### src/rtl/counter_pkg.sv
// Shared constants and direction encoding for the cascaded modulo up/down counter.
package counter_pkg;

    localparam int DIGIT_W    = 4;
    localparam int MOD_MIN    = 2;
    localparam int MOD_MAX    = 16;
    localparam int DIGITS_MIN = 1;
    localparam int DIGITS_MAX = 8;

    typedef enum logic {
        DIR_UP   = 1'b0,
        DIR_DOWN = 1'b1
    } dir_e;

    // Out-of-range load nibbles saturate to the top legal digit value.
    function automatic logic [DIGIT_W-1:0] clamp_digit(input logic [DIGIT_W-1:0] nib,
                                                      input int mod);
        if (int'(nib) >= mod)
            return DIGIT_W'(mod - 1);
        return nib;
    endfunction

endpackage

### src/rtl/mod_digit_cell.sv
// One modulo-MOD digit: value register, wrap-around step, clamped load, and
// terminal flags used by the top level to build the cascade enables.
module mod_digit_cell
    import counter_pkg::*;
#(
    parameter int MOD = 10
) (
    input  logic               i_clk,
    input  logic               i_rst_n,
    input  logic               i_load,
    input  logic               i_step,
    input  dir_e               i_dir,
    input  logic [DIGIT_W-1:0] i_load_nib,
    output logic [DIGIT_W-1:0] o_value,
    output logic               o_at_max,
    output logic               o_at_zero
);

    localparam logic [DIGIT_W-1:0] MAX_V = DIGIT_W'(MOD - 1);

    logic [DIGIT_W-1:0] r_value;
    logic [DIGIT_W-1:0] w_next;

    assign o_at_max  = (r_value == MAX_V);
    assign o_at_zero = (r_value == '0);
    assign o_value   = r_value;

    always_comb begin
        w_next = r_value;
        if (i_dir == DIR_UP)
            w_next = o_at_max ? '0 : r_value + 1'b1;
        else
            w_next = o_at_zero ? MAX_V : r_value - 1'b1;
    end

    always_ff @(posedge i_clk) begin
        if (!i_rst_n)
            r_value <= '0;
        else if (i_load)
            r_value <= clamp_digit(i_load_nib, MOD);
        else if (i_step)
            r_value <= w_next;
    end

endmodule

### src/rtl/mod_updown_counter.sv
// Cascaded DIGITS x modulo-MOD up/down counter with parallel load, combinational
// terminal-count flag and a registered wrap/saturate pulse.
module mod_updown_counter
    import counter_pkg::*;
#(
    parameter int DIGITS = 2,
    parameter int MOD    = 10,
    parameter int WRAP   = 1
) (
    input  logic                  clk,
    input  logic                  rst_n,
    input  logic                  en,
    input  logic                  sta,
    input  logic                  load,
    input  logic [4*DIGITS-1:0]   load_val,
    output logic [4*DIGITS-1:0]   num,
    output logic                  cop,
    output logic                  ovf
);

    if (MOD < MOD_MIN || MOD > MOD_MAX) begin : g_bad_mod
        $error("mod_updown_counter: MOD must be in 2..16");
    end
    if (DIGITS < DIGITS_MIN || DIGITS > DIGITS_MAX) begin : g_bad_digits
        $error("mod_updown_counter: DIGITS must be in 1..8");
    end

    dir_e              w_dir;
    logic [DIGITS:0]   w_lo_max;
    logic [DIGITS:0]   w_lo_zero;
    logic [DIGITS-1:0] w_at_max;
    logic [DIGITS-1:0] w_at_zero;
    logic              w_cnt;
    logic              r_ovf;

    assign w_dir        = dir_e'(sta);
    assign w_lo_max[0]  = 1'b1;
    assign w_lo_zero[0] = 1'b1;

    // In saturate mode the terminal count freezes the whole chain.
    assign w_cnt = en & ~load & ~(cop & (WRAP == 0));

    for (genvar gi = 0; gi < DIGITS; gi++) begin : g_digit
        logic w_step;

        assign w_lo_max[gi+1]  = w_lo_max[gi]  & w_at_max[gi];
        assign w_lo_zero[gi+1] = w_lo_zero[gi] & w_at_zero[gi];
        assign w_step = w_cnt & ((w_dir == DIR_UP) ? w_lo_max[gi] : w_lo_zero[gi]);

        mod_digit_cell #(
            .MOD (MOD)
        ) u_cell (
            .i_clk      (clk),
            .i_rst_n    (rst_n),
            .i_load     (load),
            .i_step     (w_step),
            .i_dir      (w_dir),
            .i_load_nib (load_val[DIGIT_W*gi +: DIGIT_W]),
            .o_value    (num[DIGIT_W*gi +: DIGIT_W]),
            .o_at_max   (w_at_max[gi]),
            .o_at_zero  (w_at_zero[gi])
        );
    end

    assign cop = (w_dir == DIR_UP) ? w_lo_max[DIGITS] : w_lo_zero[DIGITS];

    always_ff @(posedge clk) begin
        if (!rst_n)
            r_ovf <= 1'b0;
        else
            r_ovf <= en & ~load & cop;
    end

    assign ovf = r_ovf;

endmodule

### config.mk
export PLATFORM = sky130hd
export DESIGN_NAME = mod_updown_counter
export DESIGN_NICKNAME = d
export VERILOG_FILES = /design/src/rtl/counter_pkg.sv /design/src/rtl/mod_digit_cell.sv /design/src/rtl/mod_updown_counter.sv
export SDC_FILE = /design/constraint.sdc
export NUM_CORES = 1
export LEC_CHECK = 0
export CAP_MARGIN = 20
export CORE_UTILIZATION = 45
export CTS_CLUSTER_SIZE = 12
export DETAILED_ROUTE_END_ITERATION = 8
export PLACE_DENSITY = 0.77
export SETUP_SLACK_MARGIN = 0.02
export SYNTH_ARGS = -nofsm -noshare
export SYNTH_HDL_FRONTEND = slang
export SYNTH_HIERARCHICAL = 1
export SYNTH_SLANG_ARGS = --single-unit
export TNS_END_PERCENT = 10
### constraint.sdc
create_clock -name clk -period 2.5 [get_ports clk]
set_input_delay 0.5 -clock clk [delete_from_list [all_inputs] [get_ports clk]]
set_output_delay 0.5 -clock clk [all_outputs]
set_load 0.05 [all_outputs]
# [Word-level counts from Yosys, hierarchy flattened]
# Index checks and enable logic that the tools add are counted.
[totals] regBits=9 latch_bits=0 mem_bits_rw=0 romBits=0 input_bits=13 output_inout_bits=10 wordCells=43 mem_count=0
[op_classes] add_sub_neg=4 mul=0 div_mod_pow=0 n_lt_le_gt_ge=2 n_eq_ne=2 shifts=0 muxes=22 bitwise_logic=6 reduce_logical=4
[op_table] op="2-to-1 mux 4 bit" n=14
[op_table] op="adder 4 x 1 -> 4 bit, second input constant" n=2
[op_table] op="equality test 4 bit, second input constant" n=2
[op_table] op="greater-or-equal comparator 4 bit, second input constant" n=2
[op_table] op="logical NOT 4 bit" n=2
[op_table] op="2-to-1 mux 1 bit" n=8
[op_table] op="subtractor 4 x 1 -> 4 bit, second input constant" n=2
[op_table] op="AND 1 bit" n=5
[op_table] op="nonzero test 2 bit" n=2
[op_table] op="NOT 1 bit" n=1

# [Logic depth before layout (Yosys ltp)]
# Gate-level depths: netlist of the first run.
[logic_depth] word_depth=6 ltp_mapped=9 mapped_depth_nobuf=8

# [By module]
# The synthesis of the first run kept the hierarchy.
[modules_own_cells] mod="mod_digit_cell" instances=2 cells_each=41 area_each_um2=332.8 seq_area_each_um2=80.1
[modules_own_cells] mod="mod_updown_counter" instances=1 cells_each=9 area_each_um2=85.1 seq_area_each_um2=20.0

# [Least setup slack after synthesis of the first run]
# Ideal clock, no wire load.
[synth_timing] kind="flip-flop to flip-flop" startpoint="register g_digit[0].u_cell.r_value[0]" endpoint="register g_digit[1].u_cell.r_value[2]" setup_ps=58 t_arrival_ps=2294 required_ps=2442 setup_slack_ps=148 path_stages_with_launch=10 path_buffers=1 period_less_slack_ps=2352 cell_sequence="dfxtp_1 > buf_6 > nand2_1 > nor3_1 > mux2i_1 > nor2b_1 > and4b_2 > a311oi_1 > a311oi_1 > o21a_1"
[synth_between] elab_chain_cells=4 word_cells_on_any_way=5 classes_between="eq/ne (1); mux (1); bitwise (1); reduce/logical (2)"
[synth_lines] element="from (decl)" line="mod_digit_cell.sv:21" source="logic [DIGIT_W-1:0] r_value;"
[synth_lines] element="from (signal assigned)" line="mod_digit_cell.sv:40" source="r_value <= clamp_digit(i_load_nib, MOD);"
[synth_lines] element="from (signal assigned)" line="mod_digit_cell.sv:42" source="r_value <= w_next;"
[synth_lines] element="equality test 4 bit" line="mod_digit_cell.sv:24" source="assign o_at_max = (r_value == MAX_V);"
[synth_lines] element="net w_at_max[0]" line="mod_updown_counter.sv:31" source="logic [DIGITS-1:0] w_at_max;"
[synth_lines] element="2-to-1 mux 1 bit" line="mod_updown_counter.sv:48" source="assign w_step = w_cnt & ((w_dir == DIR_UP) ? w_lo_max[gi] : w_lo_zero[gi]);"
[synth_lines] element="AND 1 bit" line="mod_updown_counter.sv:48"
[synth_lines] element="net g_digit[1].w_step" line="mod_updown_counter.sv:44" source="logic w_step;"
[synth_lines] element="nonzero test 2 bit (no line)"
[synth_lines] element="to (signal assigned)" line="mod_digit_cell.sv:40"
[synth_lines] element="to (signal assigned)" line="mod_digit_cell.sv:42"
[synth_lines] element="to (decl)" line="mod_digit_cell.sv:21"
# The timed path passes the listed nets, and every way through them passes these cells.
# A chain may end at the register's enable or synchronous reset.

# [Worst setup path after layout of the first run]
[layout_timing] startpoint="register g_digit[1].u_cell.r_value[0]" endpoint="output num[4]"
[layout_rtl] element="to (decl)" line="mod_updown_counter.sv:16" source="output logic [4*DIGITS-1:0] num,"
# No word-level cell between the ends.

==> impl_metrics.csv, run 1 <==
group,metric,value,unit
synth,synth_edf_count,0,
setup_path,required,2.00,ns
sta,slew_headroom,66.2,%
route,viasPerCell,5.79,
sta,finalClockSkew,0.000440,ns
setup_path,startpoint_type,"flop",
setup_path,cp_cell_sequence,"clkdlybuf4s50_1",
clock_tree,clkSlewWorstSetupHoldPaths,0.06,ns
place,place.gp.congestion,0.804,
cells_and_area,drive_above_1_share,13.0,%
clock_tree,ctsHtreeMaxLevel,1,
cells_and_area,fill_cells,128,
synth,yosys_warnings,6,
synth,synth.yosys.seq_area_share,24.0,%
clock_tree,clock-sinks,9,
setup_path,timing.rr.start,"g_digit[0].u_cell/o_value[0]",
min_path,min_path_type,"flop to flop",
clock_tree,cts_buffers,3,
clock_tree,cts_setup_buffers,0,
synth,post_synth.cell_area_avg,8.25,µm²
power,irDropWorstVdd,263,µV
global_route,antenna_found_initial,0,
global_route,first_global_vias,764,
min_path,min_to,"ovf",
clock_tree,clk_latency,0.26,ns
die,die_w,42.8,µm
cells_and_area,final_common_cell,"clkdlybuf4s50_1",
sta,worst_pin_slew,0.505,ns
place,io_buffers,22,
run,cap_violations,0,
route,vias,759,
route,drt.antenna.violating_nets,0,
power,powerDensity,444,nW/µm²
setup_path,worstReg2RegEnd,"g_digit[1].u_cell/o_value[2]",
route,drc,0,
clock_tree,cts_max_path_buffers,2,
setup_path,cp.arrival,1.72,ns
cells_and_area,fin_nets,129,
setup_path,critPathBufInv,1,
global_route,grt_max_degree,13,
place,postPlaceCellArea,991,µm²
setup_path,critPathMaxStageDelay,0.89,ns
min_path,hp-start,"g_digit[1].u_cell/o_value[3]",
run_status,status,"finished clean",
sta,setup_violations,0,
synth,ys_seq_elements,9,
cells_and_area,final_cell_mix,"clkdlybuf4s50_1 (21), nand2_1 (9), dfxtp_1 (9)",
clock_tree,cts_tree,"done",
setup_path,r2r.worst_path.cells,8,
sta,hold_violations,0,
synth,yosysUniqueCellTypes,32,
sta,setup_tns,0,ns
die,dieArea,1840,µm²
synth,syn_inst,91,
route,routedWlPerCell,13.8,µm
min_path,holdPathStages,4,
sta,period_needed,2.22,ns
setup_path,worstSetupEndpointType,"output pin",
power,leakagePower,0.000419,µW
die,io_pins,23,
sta,clock.fmax,0.451,GHz
clock_tree,cts_resized,0,
die,die_height,42.8,µm
die,rows,14,
setup_path,r2r_setup_slack,0.34,ns
sta,finalCritPeriodShare,88.8,%
sta,slew_violations,0,
route,wl,1810,µm
cells_and_area,diodes,0,
global_route,track_usage,23.6,%
sta,rsz0062_at_grt,"false",
place,dp.final_hpwl,1370,µm
clock_tree,hold_buffers,0,
route,first_pass_iters,4,
die,core_region_area,1520,µm²
clock_tree,root_buffer,"clkbuf_4",
cells_and_area,area_growth,35.5,%
cells_and_area,stdcell_area,1020,µm²
route,drt_iter0_drc,22,
synth,synth_area,751,µm²
synth,synth_fp_nets,104,
synth,yosys_most_used_dff,"dfxtp_1",
setup_path,critPathTopFamily,"buffers and inverters",
global_route,grt_first_pass_wirelength,3420,µm
setup_path,cpMaxStageDelayCell,"clkdlybuf4s50_1",
die,initial_core_util,49.3,%
setup_path,crit_fanout,11,
synth,synthArstFlopShare,0,%
global_route,grt_overflow,0,
setup_path,path_class,"flop to output pin",
[layout make-up]
type | count | area (µm²) | area share (%)
Timing Repair Buffer | 26 | 260 | 25.6
Clock buffer | 4 | 26.3 | 2.58
Inverter | 6 | 22.5 | 2.21
Multi-Input combinational cell | 70 | 508 | 49.9
Sequential cell | 9 | 180 | 17.7
Tap cell | 16 | 20.0 | 1.97
[how the worst max path moves through the flow]
stage | from | end | slack [ns] | depth (start not counted)
after floorplan | g_digit[0].u_cell/o_value[0] | g_digit[1].u_cell/o_value[2] | 0.15 | 9
after global placement | sta | g_digit[1].u_cell/o_value[3] | 0.29 | 6
after detailed placement | sta | g_digit[1].u_cell/o_value[2] | 0.25 | 7
after CTS | g_digit[1].u_cell/o_value[0] | num[4] | 0.27 | 1
after global routing | g_digit[0].u_cell/o_value[0] | g_digit[1].u_cell/o_value[1] | 0.1 | 8
final | g_digit[1].u_cell/o_value[0] | num[4] | 0.28 | 1
[per-layer routing]
layer | vias to the layer above | routed length (µm) | global-route usage (%)
met5 | - | 0 | 0
met4 | 0 | 0 | 5.00
met3 | 0 | 61 | 6.81
met2 | 14 | 817 | 36.7
met1 | 356 | 925 | 32.3
li1 | 389 | - | -
[synth_stat cells, types with 2 or more instances]
master    n  area share, %
dfxtp_1   9             24
o311a_1   4            5.3
clkbuf_1  2            1.0
a21boi_1  2            2.0
nand2b_1  4            3.3
o221a_2   2            3.0
and4b_2   2            3.0
or3_1     2            1.7
nand4b_1  2            2.3
nor2_1    4            2.0
xnor2_1   4            4.7
o21a_1    4            4.0
o21ai_0   2            1.3
nor3_1    2            1.3
xor2_1    2            2.3
a211oi_2  2            3.3
inv_1     6            3.0
nor4_1    4            3.3
o31ai_1   2            2.0
nor3b_1   2            2.0
a311oi_1  4            4.7
buf_6     2            3.0
o22ai_1   2            1.7
nand2_1   9            4.5
nor2b_1   3            2.5
buf_2     2            1.3
[cells by family (layout without fill, tap and decap cells)]
family                    after synthesis  in the layout  synth area share, %
AOI/OAI and AO/OA                      25             25                 28.0
buffers and inverters                  12             36                 8.33
xor gates and xnor gates                6              6                 7.00
DFF                                     9              9                 24.0
and+or+nand+nor                        38             38                 31.3
muxes                                   1              1                 1.33
[power breakdown]
| group | switching [µW] | internal, µW |
|---|---|---|
| registers | 24.1 | 153 |
| logic | 84.8 | 76.0 |
| clock network | 52.5 | 61.5 |
[flip-flops by register name (all words and copies together) (netlist names)]
| signal | count |
|---|---|
| g_digit.u_cell/o_value | 8 |
| ovf | 1 |
[stage by stage]
| step | hold slack (ns) | cells | utilization, % | setup WS [ns] | total power [µW] |
|---|---|---|---|---|---|
| 2_1_floorplan | 0.618 | 91 | - | 0.148 | 280 |
| 3_3_place_gp | 0.696 | 127 | 65.0 | 0.295 | 335 |
| 3_5_place_dp | 0.715 | 127 | 65.0 | 0.247 | 339 |
| 4_1_cts | 0.726 | 131 | 66.7 | 0.270 | 456 |
| 5_1_grt | 0.777 | 131 | 66.7 | 0.0968 | 484 |
| 6_report | 0.721 | 131 | 66.7 | 0.281 | 451 |
[worst min-delay path, stage by stage (launching register included)]
cell and delay, ns:
dfxtp_1 0.39, nand2_1 0.10, nor3_1 0.07, nand3b_4 0.07, a21oi_1 0.06
Note: power is estimated with default switching activity, not from simulation.
==> inputs of run 2 (changes only) <==
--- a/config.mk
+++ b/config.mk
@@ -5,7 +5,6 @@
 export SDC_FILE = /design/constraint.sdc
 export NUM_CORES = 1
 export LEC_CHECK = 0
-export CAP_MARGIN = 20
 export CORE_UTILIZATION = 45
 export CTS_CLUSTER_SIZE = 12
 export DETAILED_ROUTE_END_ITERATION = 8
==> results of run 2 <==
The final DEF is identical to that of run 1; final timing and power are the same.
